[src/rtl/fifo_cdc_pkg.sv]
// Shared helpers for the async FIFO pointer blocks (write side and read side).
// Gray/binary conversion at a fixed maximum width; callers zero-extend and truncate.
package fifo_cdc_pkg;

    localparam int PTR_MAX_W = 32;

    typedef logic [PTR_MAX_W-1:0] ptr_t;

    function automatic ptr_t bin2gray(input ptr_t b);
        return b ^ (b >> 1);
    endfunction

    // Zero-extended Gray inputs convert correctly because the extra top bits are 0.
    function automatic ptr_t gray2bin(input ptr_t g);
        ptr_t b;
        b[PTR_MAX_W-1] = g[PTR_MAX_W-1];
        for (int i = PTR_MAX_W - 2; i >= 0; i--) begin
            b[i] = b[i+1] ^ g[i];
        end
        return b;
    endfunction

    function automatic bit params_ok(input int addr_w, input int afull_thresh);
        return (addr_w >= 1) && (addr_w < PTR_MAX_W - 1) &&
               (afull_thresh >= 1) && (afull_thresh <= (1 << addr_w));
    endfunction

endpackage

[src/rtl/fifo_wptr_full.sv]
// Write-domain pointer, full / almost-full / level / overflow logic of the async FIFO.
// The synchronized read pointer arrives already through the read->write sync_2ff.
module fifo_wptr_full
    import fifo_cdc_pkg::*;
#(
    parameter int ADDR_W       = 4,
    parameter int AFULL_THRESH = 2**ADDR_W - 2
) (
    input  logic              clk,
    input  logic              rst_n,
    input  logic              p_winc,
    input  logic [ADDR_W:0]   p_rptr_gray_sync,
    output logic [ADDR_W-1:0] p_waddr,
    output logic [ADDR_W:0]   p_wptr_gray,
    output logic              p_wfull,
    output logic              p_wafull,
    output logic [ADDR_W:0]   p_wlevel,
    output logic              p_wovf
);

    localparam int PW = ADDR_W + 1;

    if (!params_ok(ADDR_W, AFULL_THRESH)) begin : g_param_err
        $error("fifo_wptr_full: ADDR_W must be >= 1 and AFULL_THRESH in 1..2**ADDR_W");
    end

    localparam logic [ADDR_W:0] AFULL_L   = AFULL_THRESH[ADDR_W:0];
    // Top two Gray bits inverted marks "write pointer one lap ahead"; both bits when ADDR_W=1.
    localparam logic [ADDR_W:0] FULL_MASK = PW'(3) << (ADDR_W - 1);

    logic [ADDR_W:0] bin_q;
    logic [ADDR_W:0] gray_q;
    logic [ADDR_W:0] level_q;
    logic            full_q;
    logic            afull_q;
    logic            ovf_q;

    logic            wr_ok;
    logic [ADDR_W:0] bin_next;
    logic [ADDR_W:0] gray_next;
    logic [ADDR_W:0] rbin;
    logic [ADDR_W:0] level_next;
    logic            full_next;
    logic            afull_next;

    // The RAM write enable in the FIFO top must be this wr_ok, never raw p_winc.
    always_comb begin
        wr_ok      = p_winc & ~full_q;
        bin_next   = bin_q + PW'(wr_ok);
        gray_next  = PW'(bin2gray(ptr_t'(bin_next)));
        rbin       = PW'(gray2bin(ptr_t'(p_rptr_gray_sync)));
        level_next = bin_next - rbin;
        full_next  = (gray_next == (p_rptr_gray_sync ^ FULL_MASK));
        afull_next = (level_next >= AFULL_L);
    end

    // NOTE: state uses non-blocking assignments so every flop samples pre-edge values.
    always_ff @(posedge clk or negedge rst_n) begin
        if (!rst_n) begin
            bin_q   <= '0;
            gray_q  <= '0;
            level_q <= '0;
            full_q  <= 1'b0;
            afull_q <= 1'b0;
            ovf_q   <= 1'b0;
        end else begin
            bin_q   <= bin_next;
            gray_q  <= gray_next;
            level_q <= level_next;
            full_q  <= full_next;
            afull_q <= afull_next;
            ovf_q   <= p_winc & full_q;
        end
    end

    // Gray pointer goes to the CDC synchronizer straight from its flop.
    assign p_wptr_gray = gray_q;
    assign p_waddr     = bin_q[ADDR_W-1:0];
    assign p_wfull     = full_q;
    assign p_wafull    = afull_q;
    assign p_wlevel    = level_q;
    assign p_wovf      = ovf_q;

endmodule

[config.mk]
export PLATFORM = sky130hd
export DESIGN_NAME = fifo_wptr_full
export DESIGN_NICKNAME = d
export VERILOG_FILES = /design/src/rtl/fifo_cdc_pkg.sv /design/src/rtl/fifo_wptr_full.sv
export SDC_FILE = /design/constraint.sdc
export NUM_CORES = 1
export LEC_CHECK = 0
export BUFFER_PORTS_ARGS = -buffer_cell sky130_fd_sc_hd__buf_2
export CORE_MARGIN = 1.5
export CORE_UTILIZATION = 30
export CTS_CLUSTER_DIAMETER = 150
export CTS_CLUSTER_SIZE = 10
export DETAILED_ROUTE_END_ITERATION = 16
export HOLD_SLACK_MARGIN = 0.1
export PLACE_DENSITY = 0.58
export SLEW_MARGIN = 20
export SYNTH_ARGS = -nofsm -noshare
export SYNTH_HDL_FRONTEND = slang
export SYNTH_SLANG_ARGS = --single-unit
[constraint.sdc]
create_clock -name clk -period 2.1 [get_ports clk]
set_input_delay 0.315 -clock clk [delete_from_list [all_inputs] [get_ports clk]]
set_output_delay 0.315 -clock clk [all_outputs]
set_load 0.01 [all_outputs]
==> results.json <==
{
  "swShare": 0.403,
  "clk_path_buf_depth": 2,
  "worstSkewPairLatency_ns": 0.30,
  "die_area_mm2": 0.00363,
  "fin_crit_sh": 1.02,
  "cp.required_ns": 2.31,
  "synth_commonest_cells": "17 x dfrtp_1, 12 x xnor2_1, 8 x inv_1",
  "max_freq_mhz": 467,
  "io_buffer_count": 24,
  "cp-startpoint": "p_rptr_gray_sync[4]",
  "pre_cts_ws_ns": -0.330,
  "synthFlopType": "dfrtp_1",
  "power_frac_comb": 0.731,
  "drt_wl_total_um": 2270,
  "gp_congestion": 0.762,
  "synth_fp_nets": 96,
  "path_class": "input port to flop",
  "path_max_fanout": 2,
  "htreeDepth": 1,
  "slew_viol_final": 0,
  "synth_area_leaders": "dfrtp_1 43%, xnor2_1 11%, ha_1 7.6%",
  "startpoint_type": "input port",
  "min_from": "p_winc",
  "p_leak_nw": 0.746,
  "antenna_found_initial": 0,
  "viasPerCell": 4.27,
  "worst-slew-pin-transition_ns": 0.419,
  "grt_pass1_wl_um": 3660,
  "synth_seq_area_share": 0.432,
  "violations": "setup timing",
  "yosysTopAreaCell": "dfrtp_1",
  "ys_async_sr_fraction": 1.00,
  "powerDensity_mw_per_mm2": 1950,
  "slew_headroom": 0.720,
  "pwr-share-seq": 0.209,
  "area_delta_synth_final_pct": 62.4,
  "fill_cells": 281,
  "nets": 150,
  "postRouteAntennaNets": 0,
  "detailed_place.area_mm2": 0.00131,
  "cts_tree": "done",
  "status": "finished with violations",
  "synth_cell_types": 31,
  "io_pins": 25,
  "die_x_um": 60.3,
  "clk_pin_slew_ns": 0.11,
  "row_count": 20,
  "cts.sinks": 17,
  "syn_area_per_cell_um2": 12.2,
  "r2r_start": "p_wfull",
  "final-setup-viol-count": 1,
  "period_needed_ns": 2.14,
  "coreArea_mm2": 0.00308,
  "hold_viol": 0,
  "drc": 0,
  "hold_class": "input port to flop",
  "rsz0062_at_grt": "true",
  "insertedDiodeCount": 0,
  "yosys.area.top_type_share": 0.432,
  "die_h_um": 60.3,
  "yosysMostFrequentCell": "dfrtp_1",
  "fin_util": 0.520,
  "grt_pass1_vias": 782,
  "p_int_mw": 1.87,
  "drtIter0Drc": 5,
  "num_vias": 760,
  "worst_ep_arrival_time_ns": 2.35,
  "grt_max_degree": 18,
  "synth_edf_count": 0,
  "synth_area_um2": 985,
  "ys.warnings.count": 0,
  "clock_skew_ns": 0.00190,
  "power_mw": 3.13,
  "dp_hpwl_um": 1510,
  "layout-drive-gt1-share": 0.642,
  "setup_ws_ns": -0.0431,
  "regArea_um2": 425,
  "peakVddDrop_uv": 910,
  "switching_power_mw": 1.26,
  "end_kind": "flop",
  "multi_input_area_um2": 732,
  "synth-seq-cells": 17,
  "netlist_instances": 81,
  "clkPwrFrac": 0.060,
  "start_util": 0.320,
  "overflow": 0,
  "track_usage": 0.138,
  "drt_first_pass_iters": 4,
  "maxCapViolations": 0,
  "cts_buffers": 3,
  "wl_per_cell_um": 12.7,
  "final_area_mm2": 0.00160,
  "root_buffer": "clkbuf_4"
}
cells by family after synthesis:
group	Yosys count	synth area share
compound gates	9	0.0711
xor+xnor	21	0.233
fa+ha+maj	7	0.0966
buf+inv	10	0.0572
flops	17	0.432
simple gates	17	0.111
placed cells by master (no fill, tap or decap), drive strengths merged:
cell | synthesis | routed
a21boi | 2 | 2
a21oi | 1 | 1
a2bb2oi | 1 | 1
a311oi | 1 | 1
and2 | 1 | 1
and2b | 1 | 1
and4b | 1 | 1
buf | 2 | 50
clkbuf | 0 | 3
clkinv | 0 | 1
dfrtp | 17 | 17
dlygate4sd3 | 0 | 1
fa | 1 | 1
ha | 6 | 6
inv | 8 | 8
nand2 | 3 | 3
nand2b | 1 | 1
nand3 | 1 | 1
nand4 | 1 | 1
nor2 | 1 | 1
nor2b | 3 | 3
nor3b | 1 | 1
nor4 | 1 | 1
o211ai | 1 | 1
o21ai | 2 | 2
o311ai | 1 | 1
or2b | 1 | 1
or3 | 1 | 1
xnor2 | 14 | 14
xnor3 | 1 | 1
xor2 | 5 | 5
xor3 | 1 | 1
cell type report:
cell class                      count  share of cell area
Multi-Input combinational cell     54               0.458
Sequential cell                    17               0.266
Timing Repair Buffer               51               0.206
Tap cell                           44              0.0344
Inverter                            8              0.0188
Clock buffer                        3              0.0141
Clock inverter                      1             0.00313
routing by layer:
metal	vias to the layer above	track usage	wire, µm	part of all wire
met2	20	0.217	1140	0.50
met3	0	0.0238	98	0.043
li1	369	-	-	-
met5	-	0	0	0
met1	371	0.189	1020	0.45
met4	0	0.0476	0	0
flip-flops by register name, summed over array words and instances (netlist names):
signal and flops:
p_wfull 1, p_wlevel 5, bin_q 5, p_wafull 1, p_wovf 1, p_wptr_gray 4
power groups by stage:
stage	clock, mW	sequential [mW]	combinational, mW
after CTS	0.197	0.640	1.85
after global routing	0.212	0.680	2.47
after floorplan	0	0.683	1.02
after global placement	0	0.626	1.61
after detailed placement	0	0.627	1.63
final	0.188	0.653	2.28
path summary, 6_finish.rpt:
kind                                     to  slack [ns]  cells past startpoint
worst max register to register     p_wafull       -0.03                      9
worst min register to register     bin_q[4]        0.58                      1
max in group asynchronous       p_wlevel[0]        1.33                      2
worst min-delay path                 p_wovf        0.25                      2
min in group asynchronous          p_wafull        0.47                      2
worst max-delay path               p_wafull       -0.04                     11
what timing repair did:
| action | CTS | global route |
|---|---|---|
| hold buffers | 1 | 0 |
| pin swaps | 12 | 13 |
| resized for setup | 12 | 21 |
| endpoints found under the setup margin | 3 | 4 |
| endpoints found under the hold margin | 17 | 0 |
| buffers inserted | 3 | 5 |
critical path: stages:
cell	delay [ns]
buf_2	0.14
xnor2_4	0.20
xor2_2	0.21
xor2_2	0.20
xnor2_1	0.15
ha_2	0.23
fa_2	0.24
nand2b_4	0.14
a21boi_4	0.05
or3_4	0.40
o311ai_2	0.08
per-stage QoR:
stage	TNS, ns	hold slack [ns]	instances
2_1_floorplan	-0.147	0.0194	81
3_3_place_gp	-0.659	0.268	165
3_5_place_dp	-0.821	0.276	165
4_1_cts	0	0.231	173
5_1_grt	-0.233	0.256	178
6_report	-0.0431	0.252	178
Power figures use the tool's default switching activity.
